`src/rtl/ecdsa_pkg.sv`:
```
// Shared definitions for the EC scalar-multiplier front end: curve order,
// frame geometry and the loader state encoding.
package ecdsa_pkg;

    localparam logic [255:0] CURVE_N =
        256'hFFFFFFFF_FFFFFFFF_FFFFFFFF_FFFFFFFE_BAAEDCE6_AF48A03B_BFD25E8C_D0364141;

    localparam int WORDS_PER_COORD = 8;
    localparam int WORDS_IN        = 24;
    localparam int WORDS_OUT       = 16;

    localparam logic [4:0] PY_FIRST_IDX = 5'(WORDS_PER_COORD);
    localparam logic [4:0] K_FIRST_IDX  = 5'(2 * WORDS_PER_COORD);
    localparam logic [4:0] LAST_IN_IDX  = 5'(WORDS_IN - 1);
    localparam logic [3:0] LAST_OUT_IDX = 4'(WORDS_OUT - 1);

    typedef enum logic [2:0] {
        ST_LOAD  = 3'd0,
        ST_CHECK = 3'd1,
        ST_FIRE  = 3'd2,
        ST_WAIT  = 3'd3,
        ST_SEND  = 3'd4
    } loader_state_e;

    // Pick 32-bit word idx (LSW = 0) out of the packed {Ry, Rx} result.
    function automatic logic [31:0] word_of(input logic [511:0] vec, input logic [3:0] idx);
        return vec[{idx, 5'b00000} +: 32];
    endfunction

endpackage

```
`src/rtl/k_range_check.sv`:
```
// Combinational scalar range test: valid when 0 < k < N (unsigned 256-bit).
module k_range_check
    import ecdsa_pkg::*;
#(
    parameter logic [255:0] N = CURVE_N
) (
    input  logic [255:0] i_k,
    output logic         o_valid
);

    assign o_valid = (i_k != 256'd0) && (i_k < N);

endmodule

```
`src/rtl/scalar_mul_loader.sv`:
```
// Word-serial loader/unloader wrapped around the 256-bit EC scalar multiplier.
// Build macro KRANGE_CHECK_EN enables the 0 < k < N check and the err pulse.
module scalar_mul_loader
    import ecdsa_pkg::*;
#(
    parameter logic [255:0] N = CURVE_N
) (
    input  logic         clk,
    input  logic         rst_n,
    input  logic         in_valid,
    output logic         in_ready,
    input  logic [31:0]  in_data,
    output logic         out_valid,
    input  logic         out_ready,
    output logic [31:0]  out_data,
    output logic         out_last,
    output logic         err,
    output logic         busy,
    output logic [255:0] mul_Px,
    output logic [255:0] mul_Py,
    output logic [255:0] mul_k,
    output logic         mul_in_valid,
    input  logic [255:0] mul_Rx,
    input  logic [255:0] mul_Ry,
    input  logic         mul_out_valid
);

    loader_state_e r_state;
    loader_state_e w_next_state;

    logic [4:0]   r_in_cnt;
    logic [3:0]   r_out_cnt;
    logic [255:0] r_px;
    logic [255:0] r_py;
    logic [255:0] r_k;
    logic [511:0] r_res;
    logic [31:0]  r_out_data;
    logic         r_out_last;
    logic         r_in_ready;
    logic         r_out_valid;
    logic         r_err;
    logic         r_busy;
    logic         r_mul_in_valid;

    logic         w_in_fire;
    logic         w_out_fire;
    logic         w_resp;
    logic         w_enter_load;
    logic         w_k_ok;
    logic [7:0]   w_slot;
    logic [3:0]   w_out_next_idx;

    assign w_in_fire      = in_valid && r_in_ready;
    assign w_out_fire     = r_out_valid && out_ready;
    assign w_resp         = (r_state == ST_WAIT) && mul_out_valid;
    assign w_enter_load   = (r_state != ST_LOAD) && (w_next_state == ST_LOAD);
    assign w_slot         = {r_in_cnt[2:0], 5'b00000};
    assign w_out_next_idx = r_out_cnt + 4'd1;

`ifdef KRANGE_CHECK_EN
    k_range_check #(.N(N)) u_k_range_check (
        .i_k     (r_k),
        .o_valid (w_k_ok)
    );
`else
    // Without the range check every scalar is forwarded; CHECK still costs one cycle.
    assign w_k_ok = 1'b1;
`endif

    // State register.
    always_ff @(posedge clk or negedge rst_n) begin
        if (!rst_n) begin
            r_state <= ST_LOAD;
        end else begin
            r_state <= w_next_state;
        end
    end

    // Next-state decode.
    always_comb begin
        w_next_state = r_state;
        case (r_state)
            ST_LOAD: begin
                if (w_in_fire && (r_in_cnt == LAST_IN_IDX)) begin
                    w_next_state = ST_CHECK;
                end else begin
                    w_next_state = ST_LOAD;
                end
            end
            ST_CHECK: begin
                if (w_k_ok) begin
                    w_next_state = ST_FIRE;
                end else begin
                    w_next_state = ST_LOAD;
                end
            end
            ST_FIRE: w_next_state = ST_WAIT;
            ST_WAIT: begin
                if (mul_out_valid) begin
                    w_next_state = ST_SEND;
                end else begin
                    w_next_state = ST_WAIT;
                end
            end
            ST_SEND: begin
                if (w_out_fire && (r_out_cnt == LAST_OUT_IDX)) begin
                    w_next_state = ST_LOAD;
                end else begin
                    w_next_state = ST_SEND;
                end
            end
            default: w_next_state = ST_LOAD;
        endcase
    end

    // Handshake and status flags, registered from the next state so they align with it.
    always_ff @(posedge clk or negedge rst_n) begin
        if (!rst_n) begin
            r_in_ready     <= 1'b0;
            r_out_valid    <= 1'b0;
            r_busy         <= 1'b0;
            r_mul_in_valid <= 1'b0;
            r_err          <= 1'b0;
        end else begin
            r_in_ready     <= (w_next_state == ST_LOAD);
            r_out_valid    <= (w_next_state == ST_SEND);
            r_busy         <= (w_next_state != ST_LOAD);
            r_mul_in_valid <= (w_next_state == ST_FIRE);
            r_err          <= (r_state == ST_CHECK) && !w_k_ok;
        end
    end

    // Word counters, cleared whenever the FSM returns to LOAD.
    always_ff @(posedge clk or negedge rst_n) begin
        if (!rst_n) begin
            r_in_cnt  <= 5'd0;
            r_out_cnt <= 4'd0;
        end else if (w_enter_load) begin
            r_in_cnt  <= 5'd0;
            r_out_cnt <= 4'd0;
        end else begin
            if (w_in_fire) begin
                r_in_cnt <= r_in_cnt + 5'd1;
            end
            if (w_out_fire) begin
                r_out_cnt <= w_out_next_idx;
            end
        end
    end

    // Operand assembly: each accepted word lands in its 32-bit slot of Px, Py or k.
    always_ff @(posedge clk or negedge rst_n) begin
        if (!rst_n) begin
            r_px <= '0;
            r_py <= '0;
            r_k  <= '0;
        end else if (w_in_fire) begin
            if (r_in_cnt < PY_FIRST_IDX) begin
                r_px[w_slot +: 32] <= in_data;
            end else if (r_in_cnt < K_FIRST_IDX) begin
                r_py[w_slot +: 32] <= in_data;
            end else begin
                r_k[w_slot +: 32] <= in_data;
            end
        end
    end

    // Result capture and output word sequencing; data only moves on an accepted beat.
    always_ff @(posedge clk or negedge rst_n) begin
        if (!rst_n) begin
            r_res      <= '0;
            r_out_data <= 32'd0;
            r_out_last <= 1'b0;
        end else if (w_resp) begin
            r_res      <= {mul_Ry, mul_Rx};
            r_out_data <= mul_Rx[31:0];
            r_out_last <= 1'b0;
        end else if (w_out_fire) begin
            if (r_out_cnt == LAST_OUT_IDX) begin
                r_out_last <= 1'b0;
            end else begin
                r_out_data <= word_of(r_res, w_out_next_idx);
                r_out_last <= (w_out_next_idx == LAST_OUT_IDX);
            end
        end
    end

    assign in_ready     = r_in_ready;
    assign out_valid    = r_out_valid;
    assign out_data     = r_out_data;
    assign out_last     = r_out_last;
    assign err          = r_err;
    assign busy         = r_busy;
    assign mul_Px       = r_px;
    assign mul_Py       = r_py;
    assign mul_k        = r_k;
    assign mul_in_valid = r_mul_in_valid;

endmodule

```
`config.mk`:
```
export PLATFORM = sky130hd
export DESIGN_NAME = scalar_mul_loader
export DESIGN_NICKNAME = d
export VERILOG_FILES = /design/src/rtl/ecdsa_pkg.sv /design/src/rtl/k_range_check.sv /design/src/rtl/scalar_mul_loader.sv
export SDC_FILE = /design/constraint.sdc
export NUM_CORES = 2
export LEC_CHECK = 0
export BUFFER_PORTS_ARGS = -buffer_cell sky130_fd_sc_hd__buf_2
export CORE_AREA = 2 2 529 531
export DETAILED_ROUTE_END_ITERATION = 16
export DIE_AREA = 0 0 531 533
export GPL_TIMING_DRIVEN = 0
export PLACE_DENSITY = 0.48
export RECOVER_POWER = 50
export SYNTH_ARGS = -nofsm -noshare
export SYNTH_HDL_FRONTEND = slang
export SYNTH_HIERARCHICAL = 1
export SYNTH_SLANG_ARGS = --single-unit
```
`constraint.sdc`:
```
create_clock -name clk -period 2.6 [get_ports clk]
set_input_delay 0.78 -clock clk [delete_from_list [all_inputs] [get_ports clk]]
set_output_delay 0.78 -clock clk [all_outputs]
set_load 0.01 [all_outputs]
```
* Word-level counts from Yosys, hierarchy flattened
Cells that the tools add are included.
Storage, ports and cells: word-level logic and storage cells 67, output and inout bits 806, input bits 549, register bits after elaboration 1329
Operators by class: mux-type cells 17, $lt $le $gt $ge 2, $add $sub $neg 3, reduce and logical (&&, ||, !) cells 17, bitwise operators 2, shift operators 3, eq/ne operators 10
Operator list (number):
- $bwmux W256 | 3
- $shiftx A512 B10 Y32 | 1
- $shift A32 B10 Y256 const A | 1
- $shiftx A32 B10 Y256 | 1
- $mux W32 | 3
- $pmux W3 S5 | 1
- $mux W5 | 2
- $neg A8 Y10 | 1
- $eq A3 B2 Y1 const B | 3
- $eq A4 B4 Y1 const B | 2
- $mux W4 | 2
- $eq A3 B3 Y1 const B | 2
- $logic_and A1 B1 Y1 | 6
- $logic_not A3 Y1 | 2
- $mux W3 | 2
- $reduce_and A3 Y1 | 2
- $reduce_bool A2 Y1 | 3
- $reduce_bool A3 Y1 | 2
- $add A5 B1 Y5 const B | 1
- $eq A5 B5 Y1 const B | 1
- $lt A5 B4 Y1 const B | 1
- $lt A5 B5 Y1 const B | 1
- $add A4 B1 Y4 const B | 1
- $mux W1 | 4
- other kinds (4) | 6

* Depth between registers and ports, before layout
depth in word-level cells 7, mapped depth 11, mapped depth without buffers 8

* Least setup slack after synthesis
Ideal clock, no wire load.
path type reg-to-reg, from register r_out_cnt[0], to register r_out_data[12] (netlist: out_data[12]), arrival time 2.207 ns, slack 0.252 ns, stages on the path, launching flop included 11, period minus slack after synthesis 2.348 ns, path buffers 5, required time 2.459 ns, cell sequence dfrtp_1 buf_2 buf_4 inv_1 ha_1 buf_2 buf_2 clkbuf_1 mux4_2 a22oi_1 a31oi_1
Between the ends: longest elaborated chain between the ends 5, elaborated cells between the ends (all ways) 8, classes of those cells 1 x add/sub; 2 x eq/ne; 1 x shift; 3 x mux; 1 x reduce/logical
RTL lines:
- start: declaration | RTL line scalar_mul_loader.sv:32 | logic [3:0] r_out_cnt;
- start signal: assignment | RTL line scalar_mul_loader.sv:146 | r_out_cnt <= w_out_next_idx;
- $add A4 B1 Y4 | RTL line scalar_mul_loader.sv:58 | assign w_out_next_idx = r_out_cnt + 4'd1;
- $shiftx A512 B10 Y32 | RTL line ecdsa_pkg.sv:27 | return vec[{idx, 5'b00000} +: 32];
- $mux W32 | RTL line scalar_mul_loader.sv:179 | if (r_out_cnt == LAST_OUT_IDX) begin
- $mux W32 | RTL line scalar_mul_loader.sv:178 | end else if (w_out_fire) begin
- $mux W32 | RTL line scalar_mul_loader.sv:174 | end else if (w_resp) begin
- end signal: assignment | RTL line scalar_mul_loader.sv:176 | r_out_data <= mul_Rx[31:0];
- end signal: assignment | RTL line scalar_mul_loader.sv:182 | r_out_data <= word_of(r_res, w_out_next_idx);
- end: declaration | RTL line scalar_mul_loader.sv:37 | logic [31:0] r_out_data;
Parallel ways exist; a longest one is shown, timed or not. The select of a mux whose other input is x is not followed. A chain may end at the register's enable or synchronous reset.

* Final worst setup path
from register r_in_cnt[0], to register r_k[208] (netlist: mul_k[208])
Between the ends: longest elaborated chain between the ends 3, elaborated cells between the ends (all ways) 9, classes of those cells 1 x add/sub; 2 x order compare; 2 x shift; 1 x mux; 2 x bitwise; 1 x reduce/logical
RTL lines:
- start: declaration | RTL line scalar_mul_loader.sv:31 | logic [4:0] r_in_cnt;
- start signal: assignment | RTL line scalar_mul_loader.sv:143 | r_in_cnt <= r_in_cnt + 5'd1;
- $neg A8 Y10 (tied with other cells) | RTL line scalar_mul_loader.sv:163 | r_k[w_slot +: 32] <= in_data;
- $shiftx A32 B10 Y256 (tied with other cells) | RTL line scalar_mul_loader.sv:163
- $bwmux W256 or $reduce_and A3 Y1 (tied branches)
- end signal: indexed assignment | RTL line scalar_mul_loader.sv:163
- end: declaration | RTL line scalar_mul_loader.sv:35 | logic [255:0] r_k;
Parallel ways exist; a longest one is shown, timed or not.

==> run metrics <==
post-synthesis sequential area ratio=62.1%; status=complete, but fails checks; Tmin final=2.57 ns; global route total overflow=0; CTS tree=built; fillcell total=30000; Final Hold Viols=0; Critical Path End Type=register; register area=33300 µm²; Crit Path Max Fanout=10; Syn Nets=5357; clock root buffer=clkbuf_16; Core Footprint=278000 µm²; Slew Limit Fails=225; Rows=194; placement-stage cell area=65200 µm²; R2R Path End=mul_k[208]$_DFFE_PN0P_; worst min path class=primary input to async pin; drt drc=0; Tot GR Track Use=about a fifth; Cells after Synth=4803; Comb pwr share=29.9%; reg2reg path depth=10; Fin Setup TNS=0 ns; initial antenna violation count=75; synth unique cells=38; P&R area growth vs syn=34.1%; Worst VDD drop=523 µV; failing checks=max-capacitance violations, max-slew violations; vias in the first global route=45700; switching share of power=between 30% and 40%; NetSw=approximately 27000 µW; CTS H-tree lvls=4; total die area=~280000 µm²; total power=between 70000 and 80000 µW; fin area=71800 µm²; crit path launch type=register; Reg2Reg Launch Point=r_in_cnt[0]$_DFFE_PN0P_; Post-Syn Area=53500 µm²; Cell Pwr Density=1040 nW/µm²; Max-Cap Viols=3; Rel. slew slack=-47.1%; Worst Path Arrival=3.21 ns; post-route antenna net violation count=0; Clock Path Buffers=4; DIE HEIGHT=approximately 530 µm; initial core utilization=19.3%; gpl congestion=0.904; placed instance count=9890; Multi-input gate area=19500 µm²; PortBufs=1353; routed vias=44400; Non-Filler Instances=10200; Avg Inst Size Synth=11.1 µm²; # setup viols final=0; fin crit share=99.0%; clk_lat worst skew=between 0.8 and 0.9 ns; TritonRoute pass-1 iters=6; Clock power frac=a little under a third; sequential share of power=38.4%; share of cells above drive strength 1=30.7%; f_max=0.389 GHz; CP required=3.24 ns; P_leak=0.0365 µW; RSZ-0062 raised after global routing=true; Via-to-Cell Ratio=4.34; Yosys warning count=6; wire length per cell=27.4 µm; Clock Pin Slew Worst Setup and Hold Paths=0.06 ns; Num CTS Buffers=around 160; largest net degree at the start of global routing=101; Starting DRT DRC Count=3167; Die W=roughly 530 µm; Worst Skew=0.0718 ns; nets=about 7000; clock net sink count=around 1300; hpwl dp=approximately 220000 µm; drt total wl=280000 µm; first-pass GRT wire length=between 300000 and 400000 µm; I/O pins=1355; flop-to-flop setup slack=roughly 0.027 ns; worst slew pin tran=2.21 ns; #FFs+latches synth=1329; Internal=47600 µW; Layout Utilization=between 20% and 30%; critical path class=register to register
==> layout make-up <==
type,instances,area share (%)
antenna,31,0.108
buffer,325,2.82
clock buffer,226,6.47
clock inverter,58,1.06
inverter,5,0.0314
multi-input combinational,3137,27.2
sequential,1329,46.3
tap,3724,6.49
timing repair buffer,1403,9.51
==> layout by cell type, fill, tap and decap left out, types with 26 or more instances in the layout <==
cell type,n
clkbuf_8,38
clkbuf_1,718
clkbuf_2,74
clkinv_2,26
mux4_2,64
buf_2,835
o21ai_0,244
buf_4,37
mux2_2,525
clkbuf_16,170
a21oi_1,33
a31oi_1,32
mux2i_1,125
a22oi_1,36
and2_1,35
nand2_1,1843
dfrtp_1,1328
a22oi_2,28
diode_2,31
==> synthesized netlist by cell type, drive strengths merged <==
library cell	count	area, µm²
nand2	1875	7040
dfrtp	1329	33300
mux2	548	6170
o21ai	252	1260
clkbuf	241	906
mux2i	128	1280
buf	91	454
a22oi	64	480
mux4	64	1440
nand3	37	185
a21oi	35	175
and2	35	219
a31oi	33	206
nor2	24	90.1
ha	5	62.6
inv	5	18.8
xnor2	5	43.8
xor2	5	43.8
nor2b	4	25.0
nor3	4	25.0
and3	3	18.8
nand2b	3	18.8
nand4	3	18.8
nor3b	2	20.0
or2	2	12.5
or3	2	12.5
and4	1	8.76
conb	1	3.75
o211ai	1	7.51
or4	1	7.51
==> state kept, by name, indices dropped and copies added, names as in the netlist <==
register / flops
r_res: 512
mul_k: 256
out_valid: 1
r_state: 3
out_data: 32
out_last: 1
mul_in_valid: 1
r_out_cnt: 4
mul_Py: 256
busy: 1
in_ready: 1
r_in_cnt: 5
mul_Px: 256
==> critical path, cell delays in order (launching register included) <==
cell and delay [ns]:
dfrtp_2 0.38, inv_1 0.06, buf_6 0.15, ha_2 0.20, ha_4 0.17, or3_4 0.41
nor2_4 0.14, buf_12 0.14, nand2_4 0.15, buf_4 0.29, mux2_2 0.28
==> worst max path at each step <==
stage	start	to	slack, ns
2_1_floorplan	r_out_cnt[0]$_DFFE_PN0P_	out_data[12]$_DFFE_PN0P_	0.25
3_3_place_gp	rst_n	r_res[234]$_DFFE_PN0N_	-29.53
3_5_place_dp	rst_n	r_res[150]$_DFFE_PN0N_	-1.88
4_1_cts	r_state[1]$_DFF_PN0_	r_res[411]$_DFFE_PN0N_	0.0007
5_1_grt	r_out_cnt[0]$_DFFE_PN0P_	out_data[24]$_DFFE_PN0P_	-0.03
6_report	r_in_cnt[0]$_DFFE_PN0P_	mul_k[208]$_DFFE_PN0P_	0.03
==> repair_timing <==
action | in CTS | in global routing
hold buffers | 1 | 0
cloned | 11 | 0
hold endpoints to repair | 70 | 0
pin swaps | 16 | 13
setup endpoints to repair | 1607 | 523
gates resized for setup | 344 | 107
buffers inserted | 28 | 0
==> layer usage <==
metal	share of wire, %	vias to the layer above	global-route usage (%)
met5	0.051	-	0
met4	4.0	22	6.91
met3	9.7	446	6.09
met2	43	2029	28.9
met1	43	22900	25.7
li1	-	19000	-
==> power by group through the flow <==
stage	logic [µW]	clock network (µW)	registers, µW
5_1_grt	24300	25000	29100
3_5_place_dp	21300	0	28900
6_report	22300	23600	28600
3_3_place_gp	21000	0	28800
2_1_floorplan	10900	0	28600
4_1_cts	22500	24100	28500
==> kinds of logic (layout without fill, tap and decap cells) <==
family                   after synthesis  after routing  share of synthesized area (%)
AO/OA/AOI/OAI                        385            385                           3.98
XOR/XNOR                              10             10                          0.164
adder cells (fa/ha/maj)                5              5                          0.117
buffers and inverters                337           2017                           2.58
flip-flops                          1329           1329                           62.1
multiplexers                         740            740                           16.6
other                                  1             32                        0.00701
AND/OR/NAND/NOR                     1996           1996                           14.4
==> metrics by stage <==
step / worst slack (ns) / hold WS, ns
2_1_floorplan: 0.252 / 0.440
3_3_place_gp: -29.53 / 0.455
3_5_place_dp: -1.88 / 0.458
4_1_cts: 0.000741 / 0.00267
5_1_grt: -0.0262 / 0.0534
6_report: 0.0270 / 0.0693
Note: power is estimated with default switching activity, not from simulation.
